<file path="src/rtl/flash_reader_pkg.sv">
// Shared types and sizing for the flash sample reader and its helpers.
// Combinational helper only; no latency, no flow control.
package flash_reader_pkg;

    localparam int ADDR_W   = 23;
    localparam int SAMPLE_W = 16;
    localparam int DATA_W   = 2 * SAMPLE_W;
    localparam int TIMEOUT  = 255;

    localparam int HALF_LO = 0;
    localparam int HALF_HI = 1;

    typedef enum logic [1:0] {
        IDLE = 2'd0,
        REQ  = 2'd1,
        WAIT = 2'd2,
        HOLD = 2'd3
    } state_t;

    // sel = HALF_HI picks the upper sample, HALF_LO the lower one.
    function automatic logic [SAMPLE_W-1:0] pick_half(
        input logic [DATA_W-1:0] word,
        input logic              sel
    );
        return (sel == 1'(HALF_HI)) ? word[DATA_W-1:SAMPLE_W] : word[SAMPLE_W-1:0];
    endfunction

endpackage

</file>
<file path="src/rtl/flash_sample_reader_if.sv">
// Avalon-MM read-only link between the sample reader (master) and flash controller (slave).
// Wires only; no latency. Backpressure is the slave's flash_waitrequest.
interface flash_sample_reader_if;
    import flash_reader_pkg::*;

    logic              flash_read;
    logic [ADDR_W-1:0] flash_address;
    logic              flash_waitrequest;
    logic              flash_readdatavalid;
    logic [DATA_W-1:0] flash_readdata;

    modport master (
        output flash_read,
        output flash_address,
        input  flash_waitrequest,
        input  flash_readdatavalid,
        input  flash_readdata
    );

    modport slave (
        input  flash_read,
        input  flash_address,
        output flash_waitrequest,
        output flash_readdatavalid,
        output flash_readdata
    );

endinterface

</file>
<file path="src/rtl/timeout_counter.sv">
// Cycle watchdog for an outstanding bus transaction; expired flags the MAX-th enabled cycle.
// Combinational expired output off a registered count; no backpressure.
module timeout_counter #(
    parameter int MAX = 255
) (
    input  logic clk,
    input  logic reset_n,
    input  logic clear,
    input  logic enable,
    output logic expired
);

    localparam int W = $clog2(MAX + 1);

    logic [W-1:0] r_count;

    // Saturates so a caller that ignores expired never sees a wrap.
    always_ff @(posedge clk) begin
        if (!reset_n || clear) begin
            r_count <= '0;
        end else if (enable && (r_count != W'(MAX))) begin
            r_count <= r_count + 1'b1;
        end
    end

    assign expired = enable && (r_count == W'(MAX - 1));

endmodule

</file>
<file path="src/rtl/flash_sample_reader.sv">
// Fetches one 32-bit flash word per two sample ticks and plays it out as two 16-bit samples.
// sample_valid one cycle after readdatavalid; stalls on flash_waitrequest, drops ticks that land mid-fetch.
module flash_sample_reader
    import flash_reader_pkg::*;
(
    input  logic                       clk,
    input  logic                       reset_n,
    input  logic                       sample_tick,
    input  logic                       read_en,
    input  logic [ADDR_W-1:0]          addr,
    input  logic                       backward,
    flash_sample_reader_if.master      avm,
    output logic [SAMPLE_W-1:0]        sample_out,
    output logic                       sample_valid,
    output logic                       addr_advance,
    output logic                       underrun,
    output logic                       timeout_err
);

    state_t              r_state;
    logic                r_flash_read;
    logic [ADDR_W-1:0]   r_flash_address;
    logic                r_dir;
    logic [DATA_W-1:0]   r_word;
    logic [SAMPLE_W-1:0] r_sample_out;
    logic                r_sample_valid;
    logic                r_addr_advance;
    logic                r_underrun;
    logic                r_timeout_err;

    logic w_accept;
    logic w_expired;

    assign w_accept = (r_state == REQ) && !avm.flash_waitrequest;

    timeout_counter #(.MAX(TIMEOUT)) u_timeout (
        .clk     (clk),
        .reset_n (reset_n),
        .clear   (w_accept),
        .enable  (r_state == WAIT),
        .expired (w_expired)
    );

    always_ff @(posedge clk) begin
        if (!reset_n) begin
            r_state         <= IDLE;
            r_flash_read    <= 1'b0;
            r_flash_address <= '0;
            r_dir           <= 1'b0;
            r_word          <= '0;
            r_sample_out    <= '0;
            r_sample_valid  <= 1'b0;
            r_addr_advance  <= 1'b0;
            r_underrun      <= 1'b0;
            r_timeout_err   <= 1'b0;
        end else begin
            r_sample_valid <= 1'b0;
            r_addr_advance <= 1'b0;
            case (r_state)
                IDLE: begin
                    if (sample_tick && read_en) begin
                        r_flash_address <= addr;
                        r_dir           <= backward;
                        r_flash_read    <= 1'b1;
                        r_state         <= REQ;
                    end
                end
                REQ: begin
                    if (sample_tick) r_underrun <= 1'b1;
                    if (w_accept) begin
                        r_flash_read <= 1'b0;
                        r_state      <= WAIT;
                    end
                end
                WAIT: begin
                    if (sample_tick) r_underrun <= 1'b1;
                    // Data is always taken so the slave transaction completes even when paused.
                    if (avm.flash_readdatavalid) begin
                        r_word <= avm.flash_readdata;
                        if (read_en) begin
                            r_sample_out   <= pick_half(avm.flash_readdata, r_dir);
                            r_sample_valid <= 1'b1;
                            r_state        <= HOLD;
                        end else begin
                            r_state <= IDLE;
                        end
                    end else if (w_expired) begin
                        r_sample_out   <= '0;
                        r_timeout_err  <= 1'b1;
                        r_addr_advance <= 1'b1;
                        r_state        <= IDLE;
                    end
                end
                HOLD: begin
                    if (sample_tick && read_en) begin
                        r_sample_out   <= pick_half(r_word, ~r_dir);
                        r_sample_valid <= 1'b1;
                        r_addr_advance <= 1'b1;
                        r_state        <= IDLE;
                    end
                end
                default: r_state <= IDLE;
            endcase
        end
    end

    assign avm.flash_read    = r_flash_read;
    assign avm.flash_address = r_flash_address;
    assign sample_out        = r_sample_out;
    assign sample_valid      = r_sample_valid;
    assign addr_advance      = r_addr_advance;
    assign underrun          = r_underrun;
    assign timeout_err       = r_timeout_err;

endmodule

</file>
<file path="src/flat_wrapper.sv">
// flat-port wrapper written by rule: the top's interface ports become plain ports
module flash_sample_reader_flat import flash_reader_pkg::*;
  (clk, reset_n, sample_tick, read_en, addr, backward, sample_out, sample_valid, addr_advance, underrun, timeout_err, avm_flash_read, avm_flash_address, avm_flash_waitrequest, avm_flash_readdatavalid, avm_flash_readdata);
  flash_sample_reader_if avm_i ();
  input  logic clk;
  input  logic reset_n;
  input  logic sample_tick;
  input  logic read_en;
  input  logic [ADDR_W-1:0] addr;
  input  logic backward;
  output logic [SAMPLE_W-1:0] sample_out;
  output logic sample_valid;
  output logic addr_advance;
  output logic underrun;
  output logic timeout_err;
  output wire logic [$bits(avm_i.flash_read)-1:0] avm_flash_read;
  output wire logic [$bits(avm_i.flash_address)-1:0] avm_flash_address;
  input wire logic [$bits(avm_i.flash_waitrequest)-1:0] avm_flash_waitrequest;
  input wire logic [$bits(avm_i.flash_readdatavalid)-1:0] avm_flash_readdatavalid;
  input wire logic [$bits(avm_i.flash_readdata)-1:0] avm_flash_readdata;
  assign avm_flash_read = avm_i.flash_read;
  assign avm_flash_address = avm_i.flash_address;
  assign avm_i.flash_waitrequest = avm_flash_waitrequest;
  assign avm_i.flash_readdatavalid = avm_flash_readdatavalid;
  assign avm_i.flash_readdata = avm_flash_readdata;
  flash_sample_reader u_core (.clk(clk), .reset_n(reset_n), .sample_tick(sample_tick), .read_en(read_en), .addr(addr), .backward(backward), .avm(avm_i), .sample_out(sample_out), .sample_valid(sample_valid), .addr_advance(addr_advance), .underrun(underrun), .timeout_err(timeout_err));
endmodule
</file>
<file path="config.mk">
export PLATFORM = sky130hd
export DESIGN_NAME = flash_sample_reader_flat
export DESIGN_NICKNAME = d
export VERILOG_FILES = /design/src/rtl/flash_reader_pkg.sv /design/src/rtl/flash_sample_reader_if.sv /design/src/rtl/timeout_counter.sv /design/src/rtl/flash_sample_reader.sv /design/src/flat_wrapper.sv
export SDC_FILE = /design/constraint.sdc
export NUM_CORES = 1
export LEC_CHECK = 0
export ABC_AREA = 0
export BUFFER_PORTS_ARGS = -buffer_cell sky130_fd_sc_hd__buf_4
export CORE_ASPECT_RATIO = 1.5
export CORE_MARGIN = 5
export CORE_UTILIZATION = 44
export CTS_BUF_LIST = sky130_fd_sc_hd__clkbuf_4 sky130_fd_sc_hd__clkbuf_8 sky130_fd_sc_hd__clkbuf_16
export DETAILED_ROUTE_END_ITERATION = 10
export PLACE_DENSITY = 0.77
export RECOVER_POWER = 50
export SLEW_MARGIN = 0
export SYNTH_ARGS = -nofsm -noshare
export SYNTH_HDL_FRONTEND = slang
export SYNTH_SLANG_ARGS = --single-unit
</file>
<file path="constraint.sdc">
create_clock -name clk -period 2.3 [get_ports clk]
set_clock_uncertainty 0.2 [all_clocks]
set_input_delay 0 -clock clk [delete_from_list [all_inputs] [get_ports clk]]
set_output_delay 0 -clock clk [all_outputs]
set_load 0.02 [all_outputs]
</file>
==> metrics.md, run 1 <==
| Metric | Value |
|---|---|
| Worst-path clk slew | `0.06 ns` |
| Die width | `86.5 µm` |
| TritonCTS Buffers | `9` |
| Cell Chain, Critical Path | `inv_1, ha_1, nand2_1, clkbuf_2, nand2_1, a21oi_1` |
| I/O Buffers | `105` |
| Number of fill cells | `774` |
| Seq cells post-synth | `87` |
| Setup slack, reg-to-reg | `0.15 ns` |
| Site Rows | `42` |
| Worst path slowest cell | `clkbuf_2` |
| Cts repair resizes | `0` |
| Dpl ws | `0.292 ns` |
| Most frequent CP cell | `nand2_1` |
| Pins over their slew limit | `0` |
| Routed via count | `3904` |
| Most frequent cell after synthesis | `nand2_1` |
| Synthesized area per cell | `8.25 µm²` |
| Gate Count Post-Synth | `468` |
| Syn Nets | `536` |
| DR iter-0 viols | `175` |
| PD cells | `770 mW/mm²` |
| Lkg Pwr | `1.96 nW` |
| Root Driver | `clkbuf_16` |
| Vias in the first global route | `4026` |
| Post-CTS Setup Bufs | `0` |
| Drt total wl | `11.1 mm` |
| Hold buffers post-CTS | `62` |
| Buf+Inv Stages, Crit Path | `2` |
| Post-DRT Antenna Nets | `0` |
| Setup violations, final | `0` |
| GP Congestion | `0.880` |
| Yosys cell types | `44` |
| CP Max Fanout | `33` |
| Post-synth top flop | `dfxtp_1` |
| P&R area growth vs syn | `40.9%` |
| Sink Count | `87` |
| Max H-tree Level | `3` |
| First-pass iteration count of the detailed router | `4` |
| Final Cycle Share | `0.936` |
| Vias per inst | `5.32` |
| Final hold violation count | `0` |
| Yosys warns | `0` |
| Most instantiated cells after synthesis | `nand2_1 (141), dfxtp_1 (87), a21oi_1 (64)` |
| FMAX | `0.464 GHz` |
| Final Net Count | `687` |
| CP delay by family, top | `buffers and inverters` |
| Peak supply drop | `0.000577 V` |
| Largest net degree at the start of global routing | `61` |
| CTS tree | `done` |
| Core Footprint | `0.00872 mm²` |
| EDFF count, synth | `0` |
| Cell Count, Final, Fillers Out | `734` |
| Crit path kind | `reg2reg` |
| Worst-Skew Late Latency | `0.33 ns` |
| DRC | `0` |
| Initial antenna violation count | `0` |
| Initial Util | `0.442` |
| Final TNS setup | `0 ns` |
| Startpoint Class | `flop` |
| Hold WS | `0.254 ns` |
| Max cap viols | `0` |
| HP Class | `reg2reg` |
| Synth top area share | `0.451` |
| Sequential-to-total area share from yosys stat | `0.451` |
| Maximum clock path buffer count | `2` |
| RSZ-0062 raised after global routing | `no` |
| Syn Std Cell Area | `0.00386 mm²` |
| Relative slew slack | `0.434` |
| # IOs | `106` |
| Drt wl/cell | `15.1 µm` |
| Worst setup margin | `0.147 ns` |
| GRT overflow | `0` |
| Measured slew at the worst slew-check pin | `0.848 ns` |
| Critical Path RT | `2.33 ns` |
| Crit path arrival time | `2.18 ns` |
| Post-synth ARST share | `0` |
| Share of cells above drive strength 1 | `0.165` |
| Outcome | `finished clean` |
| Post-layout instance area | `0.00544 mm²` |
| Tmin final | `2.15 ns` |
| N_diodes | `0` |
| HPWL after DPL | `7.01 mm` |
| Die height | `125 µm` |
| Top post-synthesis cells by area | `dfxtp_1 (45%), nand2_1 (14%), a21oi_1 (8.3%)` |
| Placed cell count | `656` |
| Area leader, netlist | `dfxtp_1` |
| All-Layer GR Usage | `0.210` |
| Placed cell areas | `0.00468 mm²` |
| Critical Path End Type | `flop` |
| First-pass GRT wire length | `18.3 mm` |
| CP peak stage delay | `0.53 ns` |
| Die ar. | `0.0108 mm²` |
power by group:
| part | total, mW | switching [mW] | internal [mW] |
|---|---|---|---|
| Combinational | 0.985 | 0.582 | 0.404 |
| Sequential | 1.72 | 0.0885 | 1.64 |
| Clock | 1.47 | 0.574 | 0.899 |
| Total | 4.18 | 1.24 | 2.94 |
registers in the layout, summed over array words and instances (netlist names):
| register | cells |
|---|---|
| u_core.sample_valid | 1 |
| u_core.r_dir | 1 |
| u_core.addr_advance | 1 |
| u_core.avm.flash_read | 1 |
| u_core.underrun | 1 |
| u_core.r_state | 2 |
| u_core.timeout_err | 1 |
| u_core.u_timeout.r_count | 8 |
| u_core.r_word | 32 |
| u_core.avm.flash_address | 23 |
| u_core.sample_out | 16 |
tightest hold or removal path: stages, from the launching register on:
cell and delay (ns):
dfxtp_1 0.31, nand2_1 0.05, mux2i_1 0.05
logic make-up (layout without fill, tap and decap cells):
| kind of cell | count (synthesis) | count (layout) | synth area share |
|---|---|---|---|
| AO/OA/AOI/OAI | 113 | 113 | 0.177 |
| XOR/XNOR | 5 | 5 | 0.0114 |
| adder cells (fa/ha/maj) | 6 | 6 | 0.0195 |
| buffers and inverters | 41 | 197 | 0.0541 |
| flip-flops | 87 | 87 | 0.451 |
| multiplexers | 31 | 31 | 0.0804 |
| AND/OR/NAND/NOR | 185 | 185 | 0.206 |
metal layers:
layer,part of all wire,vias up,global-route usage
li1,-,1911,-
met1,0.38,1803,0.224
met2,0.52,141,0.361
met3,0.047,49,0.0470
met4,0.058,0,0.134
met5,0,-,0
stage by stage:
stage	util	power, mW
after detailed placement	0.536	2.69
after floorplan	-	2.38
after global routing	0.623	4.38
after global placement	0.536	2.66
final	0.623	4.18
after CTS	0.643	4.25
layout make-up:
type | count | area [µm²] | share of cell area
Clock buffer | 12 | 254 | 0.0467
Timing Repair Buffer | 176 | 1320 | 0.243
Tap cell | 110 | 138 | 0.0253
Clock inverter | 4 | 55.1 | 0.0101
Inverter | 5 | 18.8 | 0.00345
Sequential cell | 87 | 1740 | 0.321
Multi-Input combinational cell | 340 | 1910 | 0.351
final timing paths:
| path | depth (start not counted) | start | to |
|---|---|---|---|
| max | 6 | u_core.r_state[0] | u_core.r_word[18] |
| min | 2 | u_core.sample_out[9] | u_core.sample_out[9] |
| max reg2reg | 6 | u_core.r_state[0] | u_core.r_word[18] |
| min reg2reg | 2 | u_core.sample_out[9] | u_core.sample_out[9] |
layout by cell type, fill, tap and decap left out, types with 6 or more instances in the layout:
master,instances
o22ai_1,15
clkbuf_1,44
mux2i_1,31
clkbuf_16,9
nor2_1,10
dfxtp_1,86
o21ai_2,10
nand2_1,141
dlygate4sd3_1,62
ha_1,6
nand4_1,17
a21oi_1,64
o21ai_0,7
buf_4,67
Power figures use the tool's default switching activity.
==> run 2: changes to the inputs <==
- RECOVER_POWER: 50 -> 25
- clock period: 2.3 -> 2.1 ns (I/O delays scaled with it)
==> metrics.md, run 2 (synthesis gave the netlist of run 1 again) <==
| Metric | Value |
|---|---|
| Outcome | `finished clean (unchanged)` |
| Routed via count | `3920 (was 3904)` |
| I/O Buffers | `105 (unchanged)` |
| Share of cells above drive strength 1 | `0.190 (was 0.165)` |
| Largest net degree at the start of global routing | `41 (was 61)` |
| Number of fill cells | `748 (was 774)` |
| Post-DRT Antenna Nets | `0 (unchanged)` |
| P&R area growth vs syn | `42.8% (was 40.9%)` |
| Worst path slowest cell | `dfxtp_1 (was clkbuf_2)` |
| Critical Path End Type | `flop (unchanged)` |
| Worst-Skew Late Latency | `0.33 ns (about the same)` |
| Crit path kind | `reg2reg (unchanged)` |
| Tot Pwr | `4.53 mW (was 4.18 mW)` |
| DR iter-0 viols | `243 (was 175)` |
| Startpoint Class | `flop (unchanged)` |
| CP delay by family, top | `compound AO/OA/AOI/OAI gates (was buffers and inverters)` |
| Critical Path RT | `2.16 ns (was 2.33 ns)` |
| Max cap viols | `0 (unchanged)` |
| CP peak stage delay | `0.36 ns (was 0.53 ns)` |
| Lkg Pwr | `2.02 nW (was 1.96 nW)` |
| Measured slew at the worst slew-check pin | `0.436 ns (was 0.848 ns)` |
| Worst-path clk slew | `0.06 ns (about the same)` |
| Vias in the first global route | `3872 (was 4026)` |
| # IOs | `106 (unchanged)` |
| Final Net Count | `689 (was 687)` |
| Root Driver | `clkbuf_16 (unchanged)` |
| Die ar. | `0.0108 mm² (unchanged)` |
| Die width | `86.5 µm (unchanged)` |
| Commonest non-fill, non-tap cell in the layout | `nand2_1 (unchanged)` |
| Drt wl/cell | `15.0 µm (was 15.1 µm)` |
| Largest register FFs | `32 (unchanged)` |
| Max H-tree Level | `3 (unchanged)` |
| Final hold violation count | `0 (unchanged)` |
| Maximum clock path buffer count | `2 (unchanged)` |
| Peak supply drop | `0.000626 V (was 0.000577 V)` |
| First-pass iteration count of the detailed router | `4 (unchanged)` |
| Cell Chain, Critical Path | `inv_1, ha_1, nand2b_1, a41o_1, and2_4, buf_12, o21ai_2 (was inv_1, ha_1, nand2_1, clkbuf_2, nand2_1, a21oi_1)` |
| Die height | `125 µm (unchanged)` |
| HP Class | `reg2reg (unchanged)` |
| Sink Count | `87 (unchanged)` |
| Setup violations, final | `0 (unchanged)` |
| Relative slew slack | `0.710 (was 0.434)` |
| TritonCTS Buffers | `9 (unchanged)` |
| Buf+Inv Stages, Crit Path | `2 (unchanged)` |
| GRT overflow | `0 (unchanged)` |
| PD cells | `822 mW/mm² (was 770 mW/mm²)` |
| RSZ-0062 raised after global routing | `no (unchanged)` |
| Core Footprint | `0.00872 mm² (unchanged)` |
| Drt total wl | `11.0 mm (was 11.1 mm)` |
| FMAX | `0.503 GHz (was 0.464 GHz)` |
| First-pass GRT wire length | `18.0 mm (was 18.3 mm)` |
| Final Cycle Share | `0.947 (was 0.936)` |
| Top reg by flops | `u_core.r_word (unchanged)` |
| Site Rows | `42 (unchanged)` |
| DRC | `0 (unchanged)` |
| Initial antenna violation count | `1 (was 0)` |
| HPWL after DPL | `7.00 mm (was 7.01 mm)` |
| Initial Util | `0.442 (unchanged)` |
| CP Max Fanout | `9 (was 33)` |
| All-Layer GR Usage | `0.205 (was 0.210)` |
| Tmin final | `1.99 ns (was 2.15 ns)` |
| Pins over their slew limit | `0 (unchanged)` |
| Commonest non-fill, non-tap cells in the layout | `nand2_1 (141), dfxtp_1 (86), buf_4 (81), a21oi_1 (63), dlygate4sd3_1 (62) (was nand2_1 (141), dfxtp_1 (86), buf_4 (67), a21oi_1 (64), dlygate4sd3_1 (62))` |
| Vias per inst | `5.32 (about the same)` |
| GP Congestion | `0.905 (was 0.880)` |
| Final TNS setup | `0 ns (unchanged)` |
| CTS tree | `done (unchanged)` |
| Crit path arrival time | `2.05 ns (was 2.18 ns)` |
## run 2: worst min-delay path, delay by kind of cell, from the launching register on
family	cells	cell delay, ns
DFF	1	0.31
and+or+nand+nor	1	0.05
AOI/OAI and AO/OA	1	0.05
## run 2: repair_timing
action / in CTS / in global routing
endpoints found under the hold margin: 79 / 0
hold buffers: 62 / 0
resized for setup: 0 / 2
buffers inserted: 0 / 1
setup endpoints to repair: 0 / 27
## run 2: final timing paths
| check | slack [ns] | cells past startpoint | startpoint | to |
|---|---|---|---|---|
| worst min register to register | 0.26 | 2 | u_core.r_word[1] | u_core.r_word[1] |
| worst max-delay path | 0.11 | 7 | u_core.r_state[0] | u_core.sample_out[3] |
| worst max register to register | 0.11 | 7 | u_core.r_state[0] | u_core.sample_out[3] |
| worst min-delay path | 0.26 | 2 | u_core.r_word[1] | u_core.r_word[1] |
## run 2: area by class of cell
type                            count  area, µm²  share of cell area
Antenna cell                        1       2.50            0.000454
Clock buffer                       13        268              0.0486
Clock inverter                      3       17.5             0.00318
Inverter                            5       18.8             0.00341
Multi-Input combinational cell    340       1910               0.347
Sequential cell                    87       1740               0.316
Tap cell                          110        138              0.0250
Timing Repair Buffer              178       1410               0.256
## run 2: report_power, final
| part | internal, mW | total, mW | switching, mW | leakage, nW |
|---|---|---|---|---|
| combinational | 0.491 | 1.15 | 0.655 | 1.17 |
| clock | 0.888 | 1.50 | 0.608 | 0.142 |
| sequential | 1.79 | 1.89 | 0.0954 | 0.705 |
## run 2: per-stage QoR
stage	instance area, µm²	worst slack, ns	hold slack, ns	util	std cells
after floorplan	3860	0.277	-0.0640	-	468
after global placement	4700	0.214	0.0457	0.538	657
after detailed placement	4700	0.115	0.0571	0.538	657
after CTS	5600	0.0991	0.251	0.642	735
after global routing	5510	0.0390	0.272	0.632	737
final	5510	0.112	0.255	0.632	737
## run 2: routing by layer
layer	wire, µm	global-route usage	up-vias
met5	0	0	-
met4	465	0.109	0
met3	665	0.0483	39
met2	5670	0.354	136
met1	4230	0.226	1827
li1	-	-	1918
==> run 3: changes to the inputs <==
- ABC_CLOCK_PERIOD_IN_PS: default -> 2100
- CORE_MARGIN: 5 -> 3
==> metrics.md, run 3 (synthesis gave the netlist of run 1 again) <==
| Metric | Value |
|---|---|
| Die height | `121 µm (was 125 µm)` |
| Initial antenna violation count | `0 (was 1)` |
| CP Max Fanout | `38 (was 9)` |
| Initial Util | `0.456 (was 0.442)` |
| Largest register FFs | `32 (unchanged)` |
| Dpl ws | `0.106 ns (was 0.115 ns)` |
| Reg2Reg Launch Point | `u_core.r_state[0] (unchanged)` |
| HPWL after DPL | `6.82 mm (was 7.00 mm)` |
| Largest net degree at the start of global routing | `61 (was 41)` |
| Final TNS setup | `0 ns (unchanged)` |
| Drt wl/cell | `15.2 µm (was 15.0 µm)` |
| Site Rows | `41 (was 42)` |
| Drt total wl | `11.1 mm (was 11.0 mm)` |
| Final Cycle Share | `0.953 (was 0.947)` |
| Cell depth of the worst flop-to-flop path | `6 (was 7)` |
| GP Congestion | `0.922 (was 0.905)` |
| Peak supply drop | `0.000722 V (was 0.000626 V)` |
| Vias in the first global route | `3966 (was 3872)` |
| Crit path arrival time | `2.08 ns (was 2.05 ns)` |
| Commonest non-fill, non-tap cells in the layout | `nand2_1 (141), dfxtp_1 (85), buf_4 (80), a21oi_1 (64), dlygate4sd3_1 (63) (was nand2_1 (141), dfxtp_1 (86), buf_4 (81), a21oi_1 (63), dlygate4sd3_1 (62))` |
| PD cells | `860 mW/mm² (was 822 mW/mm²)` |
| Cell Count, Final, Fillers Out | `733 (was 737)` |
| P&R area growth vs syn | `43.9% (was 42.8%)` |
| Critical Path RT | `2.18 ns (was 2.16 ns)` |
| Measured slew at the worst slew-check pin | `0.632 ns (was 0.436 ns)` |
| DRC | `0 (unchanged)` |
| RSZ-0062 raised after global routing | `no (unchanged)` |
| Tmin final | `2.00 ns (was 1.99 ns)` |
| R2r endpoint | `u_core.sample_valid (was u_core.sample_out[3])` |
| DR iter-0 viols | `211 (was 243)` |
| Setup slack, reg-to-reg | `0.16 ns (was 0.11 ns)` |
| Die ar. | `0.00995 mm² (was 0.0108 mm²)` |
| Hold Crit Start | `u_core.r_word[0] (was u_core.r_word[1])` |
| Max H-tree Level | `3 (unchanged)` |
| Relative slew slack | `0.579 (was 0.710)` |
| Startpoint Class | `primary input (was flop)` |
| HP Class | `reg2reg (unchanged)` |
| Final Net Count | `689 (unchanged)` |
| Critical Path Source | `reset_n (was u_core.r_state[0])` |
| First-pass iteration count of the detailed router | `5 (was 4)` |
| Worst setup margin | `0.0997 ns (was 0.112 ns)` |
| # IOs | `106 (unchanged)` |
| Lkg Pwr | `2.05 nW (was 2.02 nW)` |
| WHS Path Cells | `2 (unchanged)` |
| Share of cells above drive strength 1 | `0.190 (unchanged)` |
| Core Footprint | `0.00846 mm² (was 0.00872 mm²)` |
| Max cap viols | `0 (unchanged)` |
| TritonCTS Buffers | `9 (unchanged)` |
| CTS tree | `done (unchanged)` |
| GRT overflow | `0 (unchanged)` |
| Die width | `82.5 µm (was 86.5 µm)` |
| All-Layer GR Usage | `0.240 (was 0.205)` |
| Number of fill cells | `696 (was 748)` |
| Outcome | `finished clean (unchanged)` |
| Placed cell count | `654 (was 657)` |
| WHS Endpoint | `u_core.r_word[0] (was u_core.r_word[1])` |
| Top reg by flops | `u_core.r_word (unchanged)` |
| FMAX | `0.500 GHz (was 0.503 GHz)` |
| N_diodes | `0 (was 1)` |
| Final hold violation count | `0 (unchanged)` |
| Worst-path clk slew | `0.06 ns (about the same)` |
| First-pass GRT wire length | `18.7 mm (was 18.0 mm)` |
| Maximum clock path buffer count | `2 (unchanged)` |
| Root Driver | `clkbuf_16 (unchanged)` |
| Vias per inst | `5.31 (was 5.32)` |
| Crit path kind | `in2reg (was reg2reg)` |
| Routed via count | `3893 (was 3920)` |
| Sink Count | `87 (unchanged)` |
| Tot Pwr | `4.77 mW (was 4.53 mW)` |
| Critical Path End Type | `flop (unchanged)` |
| Worst-Skew Late Latency | `0.33 ns (about the same)` |
| I/O Buffers | `105 (unchanged)` |
| Commonest non-fill, non-tap cell in the layout | `nand2_1 (unchanged)` |
| Post-DRT Antenna Nets | `0 (unchanged)` |
| Pins over their slew limit | `0 (unchanged)` |
| Setup violations, final | `0 (unchanged)` |
run 3: cell types whose count changed in the layout (fill, tap and decap cells not counted):
cell           delta
dlygate4sd3_1     +1
bufinv_16         +2
dfxtp_2           +1
dfxtp_1           -1
ha_1              -1
buf_4             -1
a21oi_1           +1
clkinvlp_4        -1
diode_2           -1
a21oi_2           -1
ha_2              +1
clkinv_2          -1
run 3: worst max-delay path by stage:
stage | slack, ns | end | cells past startpoint
after floorplan | 0.28 | u_core.sample_out[0] | 8
after global placement | 0.19 | u_core.r_dir | 5
after detailed placement | 0.11 | u_core.avm.flash_address[11] | 5
after CTS | 0.02 | u_core.sample_valid | 6
after global routing | 0.04 | u_core.sample_valid | 6
final | 0.1 | u_core.sample_valid | 6
run 3: layer usage:
metal	GRT usage	up-vias	part of all wire
li1	-	1915	-
met1	0.282	1831	0.39
met2	0.408	113	0.52
met3	0.0387	34	0.046
met4	0.125	0	0.041
met5	0	-	0
run 3: power by group:
part           internal, mW  switching (mW)
sequential             1.79          0.0885
combinational         0.485           0.662
clock                  1.13           0.614
run 3: per-stage QoR:
step	cell area [µm²]	hold slack, ns	util
finish	5550	0.252	0.656
global route	5550	0.272	0.656
CTS	5660	0.252	0.668
detailed placement	4690	0.0506	0.554
global placement	4690	0.0460	0.554
floorplan	3860	-0.0640	-
run 3: worst max-delay path, stage by stage:
cell and delay [ns]:
dlygate4sd3_1 0.58, buf_12 0.20, nand2_1 0.07, dlygate4sd3_1 0.55, a21oi_1 0.11, dlygate4sd3_1 0.55
run 3: what timing repair did:
action                                  in CTS  in global routing
setup buffers                                0                  0
endpoints found under the setup margin       0                 33
hold endpoints to repair                    79                  0
gates resized for setup                      0                  6
hold buffers                                63                  0
run 3: cell type report:
type / count / area [µm²] / share of cell area
multi-input combinational: 340 / 1910 / 0.344
sequential: 87 / 1740 / 0.314
timing repair buffer: 178 / 1410 / 0.254
clock buffer: 13 / 268 / 0.0482
tap: 107 / 134 / 0.0241
clock inverter: 3 / 65.1 / 0.0117
inverter: 5 / 18.8 / 0.00338
